### config.mk
export PLATFORM = sky130hd
export DESIGN_NAME = uart_tx_fsm
export DESIGN_NICKNAME = d
export VERILOG_FILES = /design/src/rtl/uart_tx_fsm.sv
export SDC_FILE = /design/constraint.sdc
export NUM_CORES = 1
export LEC_CHECK = 0
export CAP_MARGIN = 20
export CORE_AREA = 2 2 39 41
export CTS_BUF_LIST = sky130_fd_sc_hd__clkbuf_4
export DETAILED_ROUTE_END_ITERATION = 7
export DIE_AREA = 0 0 41 43
export PLACE_DENSITY_LB_ADDON = 0.1
export SETUP_SLACK_MARGIN = 0.1
export SLEW_MARGIN = 40
export SYNTH_ARGS = -nofsm -noshare
export SYNTH_HDL_FRONTEND = slang
export SYNTH_SLANG_ARGS = --single-unit
### constraint.sdc
create_clock -name CLK -period 1.7 [get_ports CLK]
set_clock_uncertainty 0.15 [all_clocks]
set_input_delay 0.34 -clock CLK [delete_from_list [all_inputs] [get_ports CLK]]
set_output_delay 0.34 -clock CLK [all_outputs]
set_load 0.02 [all_outputs]
### src/rtl/uart_tx_fsm.sv
// UART transmit frame sequencer: start, WIDTH data bits, optional parity, stop.
// Define UART_TX_TWO_STOP_EN to append a second stop bit (STOP2) to every frame.
module uart_tx_fsm #(
    parameter int WIDTH = 8
) (
    input  logic       CLK,
    input  logic       RST,
    input  logic       Data_Valid,
    input  logic       PAR_EN,
    output logic       load_en,
    output logic       shift_en,
    output logic [1:0] mux_sel,
    output logic       busy
);

    localparam int CW = (WIDTH > 1) ? $clog2(WIDTH) : 1;
    localparam logic [CW-1:0] CNT_LAST = CW'(WIDTH - 1);

    typedef enum logic [2:0] {
        IDLE   = 3'd0,
        START  = 3'd1,
        DATA   = 3'd2,
        PARITY = 3'd3,
        STOP   = 3'd4,
        STOP2  = 3'd5
    } state_e;

`ifdef UART_TX_TWO_STOP_EN
    localparam state_e FINAL = STOP2;
`else
    localparam state_e FINAL = STOP;
`endif

    state_e        state_q, state_d;
    logic [CW-1:0] cnt_q, cnt_d;
    logic          par_en_q, par_en_d;
    logic          accept;

    // Reset wins over a simultaneous Data_Valid, so the strobe is gated by RST.
    assign accept = RST & Data_Valid & ((state_q == IDLE) | (state_q == FINAL));

    always_ff @(posedge CLK) begin
        if (!RST) begin
            state_q  <= IDLE;
            cnt_q    <= '0;
            par_en_q <= 1'b0;
        end else begin
            state_q  <= state_d;
            cnt_q    <= cnt_d;
            par_en_q <= par_en_d;
        end
    end

    always_comb begin
        state_d  = IDLE;
        cnt_d    = cnt_q;
        par_en_d = par_en_q;
        case (state_q)
            IDLE: begin
                if (accept) begin
                    state_d  = START;
                    par_en_d = PAR_EN;
                end
            end
            START: begin
                state_d = DATA;
                cnt_d   = '0;
            end
            DATA: begin
                if (cnt_q == CNT_LAST) begin
                    state_d = par_en_q ? PARITY : STOP;
                    cnt_d   = '0;
                end else begin
                    state_d = DATA;
                    cnt_d   = cnt_q + CW'(1);
                end
            end
            PARITY: state_d = STOP;
`ifdef UART_TX_TWO_STOP_EN
            STOP: state_d = STOP2;
            STOP2: begin
                if (accept) begin
                    state_d  = START;
                    par_en_d = PAR_EN;
                end
            end
`else
            STOP: begin
                if (accept) begin
                    state_d  = START;
                    par_en_d = PAR_EN;
                end
            end
`endif
            default: begin
                state_d = IDLE;
                cnt_d   = '0;
            end
        endcase
    end

    always_comb begin
        load_en  = accept;
        mux_sel  = 2'b01;
        shift_en = 1'b0;
        busy     = 1'b0;
        case (state_q)
            START: begin
                mux_sel = 2'b00;
                busy    = 1'b1;
            end
            DATA: begin
                mux_sel  = 2'b10;
                shift_en = 1'b1;
                busy     = 1'b1;
            end
            PARITY: begin
                mux_sel = 2'b11;
                busy    = 1'b1;
            end
            STOP: busy = 1'b1;
`ifdef UART_TX_TWO_STOP_EN
            STOP2: busy = 1'b1;
`endif
            default: ;
        endcase
    end

endmodule

# Yosys cells after proc, flatten, opt, wreduce, memory -nomap -nowiden
# Index checks and enable logic that the tools add are counted.
[totals] regBits=7 output_inout_bits=5 word_cells=26
[op_classes] add_sub_neg=1 eq_ne=5 muxes=9 bitwise_logic=3 reduce_logical=5
[op_table] op="one-hot mux 3 bit (4 select lines)" n=1
[op_table] op="two-way mux 3 bit" n=3
[op_table] op="== test 3 x 2 -> 1 bit, second input constant" n=2
[op_table] op="== test 3 bit, second input constant" n=2
[op_table] op="one-hot mux 2 bit (3 select lines)" n=1
[op_table] op="one-hot mux 3 bit (2 select lines)" n=1
[op_table] op="OR reduction 4 bit" n=1
[op_table] op="adder 3 x 1 -> 3 bit, second input constant" n=1
[op_table] op="== test 3 x 1 -> 1 bit, second input constant" n=1
[op_table] op="logical NOT 3 bit" n=1
[op_table] op="two-way mux 1 bit" n=3
[op_table] op="OR reduction 3 bit" n=1
[op_table] op="AND 1 bit" n=2
[op_table] op="AND reduction 2 bit" n=1
[op_table] op="OR reduction 2 bit" n=1
[op_table] op="bitwise OR 1 bit" n=1

# Longest topological paths before layout
# Gate-level depths: netlist of run 1.
[logic_depth] depth_word=5 mapped_depth=5

# Worst setup path after synthesis of run 1
# Ideal clock, no wire load.
[synth_path] path_kind="reg-to-output" from="reg state_q[1]" to="out shift_en" t_arrival_ns=1.209 required_ns=1.210 slack_ns=0.001 path_stages_with_launch=3 path_buffers=0 cell_sequence="dfxtp_1 nor2b_1 and2b_1"
[synth_via] elab_chain_len=2
[synth_lines] element="from (decl)" line_no="34" rtl="state_e state_q, state_d;"
[synth_lines] element="from (signal assigned)" line_no="48" rtl="state_q <= state_d;"
[synth_lines] element="== test 3 x 2 -> 1 bit" line_no="107" rtl="case (state_q)"
[synth_lines] element="two-way mux 1 bit" line_no="107"
[synth_lines] element="to (decl)" line_no="11" rtl="output logic shift_en,"
# Every way passes these cells.

# Worst setup path in the final report of run 1
[layout_path] from="reg state_q[0]" to="out load_en"
[layout_via] elab_chain_len=3 word_cells_on_any_way=4 cone_classes="1 x eq/ne; 2 x bitwise; 1 x reduce/logical"
[layout_lines] element="== test 3 bit or logical NOT 3 bit (tied branches)" line_no="40" rtl="assign accept = RST & Data_Valid & ((state_q == IDLE) | (state_q == FINAL));"
[layout_lines] element="bitwise OR 1 bit *" line_no="40"
[layout_lines] element="AND 1 bit *" line_no="40"
[layout_lines] element="to (decl)" line_no="10" rtl="output logic load_en,"
# Mark *: on every way between the ends. The rest lies on a longest branch, timed or not.

==> results of run 1 <==
[cell usage in the layout, fill, tap and decap left out, drive strengths merged, types with 2 or more instances in the layout]
cell type,count
clkdlybuf4s50,2
clkbuf,5
dfxtp,7
a32o,2
nand2b,3
ha,2
buf,21
nor2,4
nor2b,3
a21o,2
[routing by layer]
layer  global-route usage, %  vias to the layer above  part of all wire [%]
met5                       0                        -                     0
met1                    14.6                      193                    34
li1                        -                      197                     -
met4                    8.00                        0                   1.9
met2                    24.7                        8                    60
met3                    3.14                        2                   3.4
[path summary, 6_finish.rpt]
path	start	endpoint	slack (ns)	depth (start not counted)
setup / recovery	state_q[0]$_SDFF_PN0_	load_en	-0.0002	4
hold / removal	Data_Valid	state_q[0]$_SDFF_PN0_	0.34	3
setup reg to reg	state_q[0]$_SDFF_PN0_	cnt_q[0]$_SDFFE_PN0N_	0.15	5
hold reg to reg	cnt_q[2]$_SDFFE_PN0N_	cnt_q[2]$_SDFFE_PN0N_	0.36	1
[logic make-up after synthesis]
family	count (synthesis)	synth area share, %
flip-flops	7	36.8
AND/OR/NAND/NOR	18	29.9
multiplexers	1	2.63
buffers and inverters	2	3.95
AO/OA/AOI/OAI	8	17.8
XOR/XNOR	1	2.30
adder cells (fa/ha/maj)	2	6.58
[cell type report]
type / count / area, sq um
inverters: 1 / 3.75
flip-flops and latches: 7 / 149
well taps: 16 / 20.0
repair buffers: 25 / 214
clock buffers: 4 / 30.0
multi-input cells: 30 / 265
fillers: 134 / 702
[flip-flops by register name (all words and copies together) (netlist names)]
register	count
cnt_q	3
par_en_q	1
state_q	3
[per-stage QoR]
step	utilization (%)	hold WS (ns)	cell area, sq um	std cells	setup TNS [ns]
6_report	49.3	0.341	682	83	-0.000208
5_1_grt	49.3	0.357	682	83	-0.0672
4_1_cts	45.2	0.332	626	81	-0.00132
3_5_place_dp	38.4	0.346	532	70	-1.30
3_3_place_gp	38.4	0.339	532	70	-1.16
2_1_floorplan	-	0.315	383	39	0
[power groups by stage]
stage,sequential [mW],clock [mW],combinational [mW]
floorplan,0.181,0,0.0594
global placement,0.185,0,0.105
detailed placement,0.186,0,0.107
CTS,0.178,0.176,0.126
global route,0.181,0.189,0.159
finish,0.179,0.175,0.148
[worst reg2reg max path, cell delays in order (launching register included)]
cell      delay [ns]
dfxtp_4         0.36
buf_6           0.11
nand2b_4        0.13
buf_4           0.14
or4_4           0.43
a31oi_4         0.15
[what timing repair did]
item,CTS,global route
cloned,0,0
setup buffers,7,2
pin swaps,3,3
gates resized for setup,32,12
endpoints found under the setup margin,6,6
==> results.yml, run 1 <==
run_status:
  status: "complete, but fails checks"
  violations: "setup timing"
routing:
  postRouteAntennaNets: 0
  post_drt_wl_per_cell_um: 12.4
  vias: 400
  drc: 0
  drt_iter0_drc: 3
  drt-pass1-iter-count: 4
  wl_um: 1030
  vias_per_cell: 4.82
cells_and_area:
  nets: 74
  syn_to_final_growth_pct: 79.3
  diodes: 0
  drive_gt1_share_pct: 56.7
timing:
  worstMarginPinSlew_ns: 0.185
  maxSlewHeadroom_pct: 87.6
  slew_viol_final: 0
  fin_crit_sh_pct: 100
  layout_min_cycle_time_ns: 1.70
  hold_violations: 0
  worst_slack_ns: -0.000208
  rsz0062_at_grt: "true"
  setup_violations: 1
  fmax_mhz: 588
critical_path:
  critPathMaxStageDelay_ns: 0.36
  crit_top_cell: "buf_6"
  start_kind: "register"
  path_class: "reg2out"
  path_buf_inv: 2
  required_ns: 1.21
  worstPathMaxFanout: 5
  end_kind: "output pin"
  path_cells: "buf_6, nor3b_4, and2_4, buf_6"
  cp.arrival_ns: 1.21
  cp_slowest_cell: "dfxtp_4"
  cpLargestDelayFamily: "flip-flops"
placed_design:
  portBuffers: 8
  pre_cts_slack_ns: -0.590
  gp_congestion: 0.731
  hpwl_um: 684
synth:
  synth_edf_count: 0
  postSynthCellCount: 39
  synth-seq-area-share_pct: 36.8
  yosysUniqueCellTypes: 25
  ys.flop_type: "dfxtp_1"
  synth_area_per_cell_sq_um: 9.75
  synth_most_common_cell: "dfxtp_1"
  ys_ff_latch: 7
  synth_top_area_cell: "dfxtp_1"
  synthArstFlopShare_pct: 0
  netlist_area_sq_um: 380
  syn_nets: 45
  synth_top_area_share_pct: 36.8
  synth.top_cells.by_count: "7 x dfxtp_1, 4 x nor2_1, 3 x nor2b_1"
  ys.warnings.count: 0
  yosys-top-cells-area: "dfxtp_1 37%, ha_1 6.6%, a32o_1 5.3%"
die:
  die_y_um: 43
  io_pins: 9
  dieArea_sq_um: 1760
  core_sq_um: 1380
  die_x_um: 41
  start_util_pct: 27.5
  rows: 14
global_route:
  grt_pass1_vias: 409
  gr-total-overflow: 0
  antenna_found_initial: 0
  grt_use_total_pct: 14.3
  grt_max_degree: 6
  grt_pass1_wl_um: 1700
power_and_ir_drop:
  p_sw_mw: 0.137
  power_mw: 0.502
  irDropWorstVdd_uv: 460
  leakage_nw: 0.323
  clockPowerShare_pct: 34.8
  power.share.sequential_pct: 35.7
  swShare_pct: 27.3
  pwr-share-comb_pct: 29.5
  power_density_nw_per_um2: 736
  p_int_mw: 0.365
clock_tree:
  tritoncts: "done"
  clk_path_buf_depth: 2
  cts_max_level: 1
  ctsHoldBuffers: 0
  cts_root_buffer: "clkbuf_4"
  path_clk_slew_ns: 0.06
  cts_buffers: 3
  clkSinkCount: 7
  clk_latency_ns: 0.26
worst_hold_path:
  hp-class: "in2reg"
run:
  cap_violations: 0
Power figures use the tool's default switching activity.
==> inputs of run 2 (changes only) <==
--- a/config.mk
+++ b/config.mk
@@ -8,9 +8,11 @@
 export CAP_MARGIN = 20
 export CORE_AREA = 2 2 39 41
 export CTS_BUF_LIST = sky130_fd_sc_hd__clkbuf_4
+export CTS_CLUSTER_DIAMETER = 120
 export DETAILED_ROUTE_END_ITERATION = 7
 export DIE_AREA = 0 0 41 43
 export PLACE_DENSITY_LB_ADDON = 0.1
+export RECOVER_POWER = 50
 export SETUP_SLACK_MARGIN = 0.1
 export SLEW_MARGIN = 40
 export SYNTH_ARGS = -nofsm -noshare
==> run 2 against run 1 <==
Net effect:
- the flow still finishes with violations (setup timing)
- power barely moved
- maximum frequency about the same
- core utilization decreased by 0.63 points
- sequential power about the same
- critical path depth is the same
==> results.yml, run 2 (synthesis gave the netlist of run 1 again) <==
run_status:
  status: "complete, but fails checks"
  violations: "setup timing"
critical_path:
  required_ns: 1.21
  cp.arrival_ns: 1.21
  start_kind: "register"
  critPathMaxStageDelay_ns: 0.36
  startpoint: "state_q[0]$_SDFF_PN0_"
  crit_top_cell: "buf_6"
  path_cells: "buf_6, nor3b_4, and2_4, buf_6"
  path_class: "reg2out"
  end_kind: "output pin"
  cp_slowest_cell: "dfxtp_4"
  rr_startpoint: "cnt_q[0]$_SDFFE_PN0N_"
  worstPathMaxFanout: 5
clock_tree:
  clk_latency_ns: 0.26
  cts_buffers: 3
  path_clk_slew_ns: 0.06
  cts_root_buffer: "clkbuf_4"
  tritoncts: "done"
  clkSinkCount: 7
  cts_max_level: 1
  clk_path_buf_depth: 2
power_and_ir_drop:
  leakage_nw: 0.324
  power_mw: 0.502
  irDropWorstVdd_uv: 460
  power_density_nw_per_um2: 746
timing:
  fin_crit_sh_pct: 100
  slew_viol_final: 0
  worst_slack_ns: -0.000345
  hold_violations: 0
  fmax_mhz: 588
  maxSlewHeadroom_pct: 87.1
  setup_violations: 1
  fin_hold_ws_ns: 0.341
  worstMarginPinSlew_ns: 0.194
  layout_min_cycle_time_ns: 1.70
  rsz0062_at_grt: "true"
die:
  die_y_um: 43
  rows: 14
  core_sq_um: 1380
  io_pins: 9
  start_util_pct: 27.5
  dieArea_sq_um: 1760
  die_x_um: 41
cells_and_area:
  drive_gt1_share_pct: 52.2
  reg_top3: "cnt_q: 3 flops, state_q: 3 flops, par_en_q: 1 flops"
  nets: 74
  diodes: 0
  final_area_sq_um: 673
  syn_to_final_growth_pct: 77.0
  final_common_cell: "buf_4"
  most-common-layout-cells: "14 x buf_4, 6 x buf_6, 4 x nor2_1, 4 x clkbuf_4, 4 x dfxtp_1"
  fin_util_pct: 48.6
  fill_cells: 134
global_route:
  gr-total-overflow: 0
  grt_pass1_wl_um: 1700
  grt_max_degree: 6
  antenna_found_initial: 0
  grt_use_total_pct: 14.3
  grt_pass1_vias: 409
run:
  cap_violations: 0
routing:
  drt_iter0_drc: 3
  wl_um: 1050
  post_drt_wl_per_cell_um: 12.6
  vias_per_cell: 4.81
  postRouteAntennaNets: 0
  drc: 0
  vias: 399
  drt-pass1-iter-count: 4
worst_hold_path:
  hp-class: "in2reg"
  min_from: "Data_Valid"
placed_design:
  place_area_sq_um: 532
  gp_congestion: 0.731
  portBuffers: 8
  hpwl_um: 684
[run 2: where the power goes]
group / total, mW / internal (mW) / switching, mW
Combinational: 0.148 / 0.0876 / 0.0607
Clock: 0.175 / 0.106 / 0.0687
Sequential: 0.179 / 0.171 / 0.00782
Total: 0.502 / 0.365 / 0.137
[run 2: critical path: cells and delay by family (launching register included)]
family	cells	cell delay [ns]
buffers and inverters	2	0.22
DFF	1	0.36
and+or+nand+nor	2	0.36
[run 2: timing repair]
| item | 4_1_cts | 5_1_grt |
|---|---|---|
| endpoints found under the setup margin | 6 | 6 |
| pin swaps | 3 | 3 |
| hold buffers | 0 | 0 |
| resized for setup | 32 | 12 |
| gates cloned | 0 | 0 |
| buffers inserted | 7 | 2 |
[run 2: per-layer routing]
metal | share of wire (%) | vias to the layer above | global-route usage [%]
met3 | 3.3 | 2 | 3.14
met2 | 59 | 8 | 24.7
met1 | 36 | 192 | 14.6
met4 | 1.9 | 0 | 8.00
li1 | - | 197 | -
met5 | 0 | - | 0
[run 2: cell type report]
type / instances / area, sq um / share of cell area [%]
multi-input combinational: 30 / 260 / 38.7
timing repair buffer: 25 / 210 / 31.2
tap: 16 / 20.0 / 2.97
sequential: 7 / 149 / 22.1
inverter: 1 / 3.75 / 0.558
clock buffer: 4 / 30.0 / 4.46
[run 2: final timing paths]
check,endpoint,slack (ns),depth (start not counted)
setup / recovery,load_en,-0.0003,4
hold / removal,state_q[0]$_SDFF_PN0_,0.34,3
setup reg to reg,cnt_q[0]$_SDFFE_PN0N_,0.10,4
hold reg to reg,cnt_q[2]$_SDFFE_PN0N_,0.36,1
[run 2: per-stage QoR]
stage	setup WS, ns	cells	TNS, ns
2_1_floorplan	0.142	39	0
3_3_place_gp	-0.563	70	-1.16
3_5_place_dp	-0.590	70	-1.30
4_1_cts	-0.00132	81	-0.00132
5_1_grt	-0.0359	83	-0.0672
6_report	-0.000345	83	-0.000345
==> inputs of run 3 (changes only) <==
--- a/config.mk
+++ b/config.mk
@@ -11,8 +11,9 @@
 export CTS_CLUSTER_DIAMETER = 120
 export DETAILED_ROUTE_END_ITERATION = 7
 export DIE_AREA = 0 0 41 43
-export PLACE_DENSITY_LB_ADDON = 0.1
+export PLACE_DENSITY = 0.6
 export RECOVER_POWER = 50
+export REMOVE_ABC_BUFFERS = 1
 export SETUP_SLACK_MARGIN = 0.1
 export SLEW_MARGIN = 40
 export SYNTH_ARGS = -nofsm -noshare
==> run 3 against run 2 <==
Net effect:
- the run now ends clean
- die area did not move
- power fell by 2.7%
- global-route usage is 1.1 points lower
- worst hold slack improved by 0.0095 ns
- non-clock buffer count did not move
- design area down 1.5%
- first-iteration DRC count is 67% lower
- sequential share of layout area up 0.33 points
- setup slack improved by 0.017 ns
- wire length down 14%
==> results.yml, run 3 (synthesis gave the netlist of run 1 again) <==
placed_design:
  place_area_sq_um: 559
  portBuffers: 8
  gp_congestion: 0.692
  hpwl_um: 617
  pre_cts_slack_ns: -0.579
run_status:
  status: "finished clean"
critical_path:
  rr_startpoint: "state_q[1]$_SDFF_PN0_"
  critPathMaxStageDelay_ns: 0.37
  cp_slowest_cell: "dfxtp_4"
  cp.depth: 3
  startpoint: "state_q[0]$_SDFF_PN0_"
  cp.arrival_ns: 1.19
  r2r.worst_path.cells: 5
  cpLargestDelayFamily: "flip-flops"
  r2r_end: "cnt_q[0]$_SDFFE_PN0N_"
  start_kind: "register"
  path_buf_inv: 1
  required_ns: 1.21
  path_cells: "or2b_1, a21o_2, buf_6"
  endpoint: "mux_sel[0]"
  path_class: "reg2out"
  end_kind: "output pin"
  worstPathMaxFanout: 5
  rrSetupSlack_ns: 0.17
clock_tree:
  cts_max_level: 1
  tritoncts: "done"
  path_clk_slew_ns: 0.05
  ctsHoldBuffers: 0
  cts_buffers: 3
  cts_root_buffer: "clkbuf_4"
  clk_latency_ns: 0.25
  clkSinkCount: 7
  clk_path_buf_depth: 2
timing:
  layout_min_cycle_time_ns: 1.68
  rsz0062_at_grt: "true"
  slew_viol_final: 0
  fin_crit_sh_pct: 99.0
  maxSlewHeadroom_pct: 88.5
  fmax_mhz: 594
  worst_slack_ns: 0.0166
  setup_violations: 0
  fin_hold_ws_ns: 0.351
  worstMarginPinSlew_ns: 0.172
  hold_violations: 0
routing:
  postRouteAntennaNets: 0
  vias: 383
  drt-pass1-iter-count: 2
  drt_iter0_drc: 1
  post_drt_wl_per_cell_um: 10.9
  vias_per_cell: 4.61
  wl_um: 902
  drc: 0
global_route:
  gr-total-overflow: 0
  grt_max_degree: 7
  grt_use_total_pct: 13.2
  grt_pass1_vias: 355
  grt_pass1_wl_um: 1510
  antenna_found_initial: 0
cells_and_area:
  drive_gt1_share_pct: 50.7
  nets: 74
  fin_util_pct: 47.9
  diodes: 0
  fill_cells: 139
  most-common-layout-cells: "13 x buf_4, 6 x buf_6, 5 x clkbuf_4"
  final-seq-area_sq_um: 149
  final_area_sq_um: 663
  reg_top3: "cnt_q: 3 flops, state_q: 3 flops, par_en_q: 1 flops"
  multiInputGateArea_sq_um: 250
  final_common_cell: "buf_4"
  syn_to_final_growth_pct: 74.3
run:
  cap_violations: 0
die:
  die_x_um: 41
  io_pins: 9
  core_sq_um: 1380
  dieArea_sq_um: 1760
  die_y_um: 43
  start_util_pct: 27.5
  rows: 14
power_and_ir_drop:
  power_density_nw_per_um2: 737
  irDropWorstVdd_uv: 510
  leakage_nw: 0.324
worst_hold_path:
  hp-class: "reg2reg"
run 3: worst register-to-register path: stages, from the launching register on:
cell	delay, ns
dfxtp_4	0.38
buf_6	0.11
nand2b_4	0.05
buf_6	0.11
or4_4	0.49
a31oi_1	0.16
run 3: layer usage:
| metal | track usage [%] | wire [um] |
|---|---|---|
| met1 | 15.2 | 378 |
| met2 | 18.8 | 466 |
| met3 | 7.85 | 57 |
| met5 | 0 | 0 |
| met4 | 6.00 | 0 |
run 3: final cells by class:
class                   count  share of cell area, %
multi-input cells          30                   37.7
repair buffers             25                   31.7
flip-flops and latches      7                   22.5
clock buffers               4                   4.53
well taps                  16                   3.02
inverters                   1                  0.566
run 3: per-stage QoR:
step	TNS, ns	std cells	total power [mW]
2_1_floorplan	0	38	0.237
3_3_place_gp	-0.990	74	0.298
3_5_place_dp	-1.04	74	0.298
4_1_cts	0	80	0.475
5_1_grt	-0.0537	83	0.523
6_report	0	83	0.489
run 3: report_power, final:
| group | switching [mW] | internal, mW |
|---|---|---|
| clock network | 0.0619 | 0.106 |
| logic | 0.0548 | 0.0856 |
| registers | 0.00954 | 0.171 |
| total | 0.126 | 0.362 |
run 3: worst min-delay path by stage:
stage	start	endpoint	depth (start not counted)
finish	cnt_q[1]$_SDFFE_PN0N_	cnt_q[1]$_SDFFE_PN0N_	1
global route	Data_Valid	state_q[0]$_SDFF_PN0_	3
CTS	Data_Valid	state_q[0]$_SDFF_PN0_	3
detailed placement	cnt_q[1]$_SDFFE_PN0N_	cnt_q[1]$_SDFFE_PN0N_	1
global placement	cnt_q[1]$_SDFFE_PN0N_	cnt_q[1]$_SDFFE_PN0N_	1
floorplan	cnt_q[0]$_SDFFE_PN0N_	cnt_q[0]$_SDFFE_PN0N_	2
run 3: repair_timing:
item / CTS / global route
endpoints found under the hold margin: 0 / 0
resized for setup: 30 / 14
gates cloned: 0 / 0
buffers inserted: 2 / 3
pin swaps: 3 / 4
endpoints found under the setup margin: 6 / 6
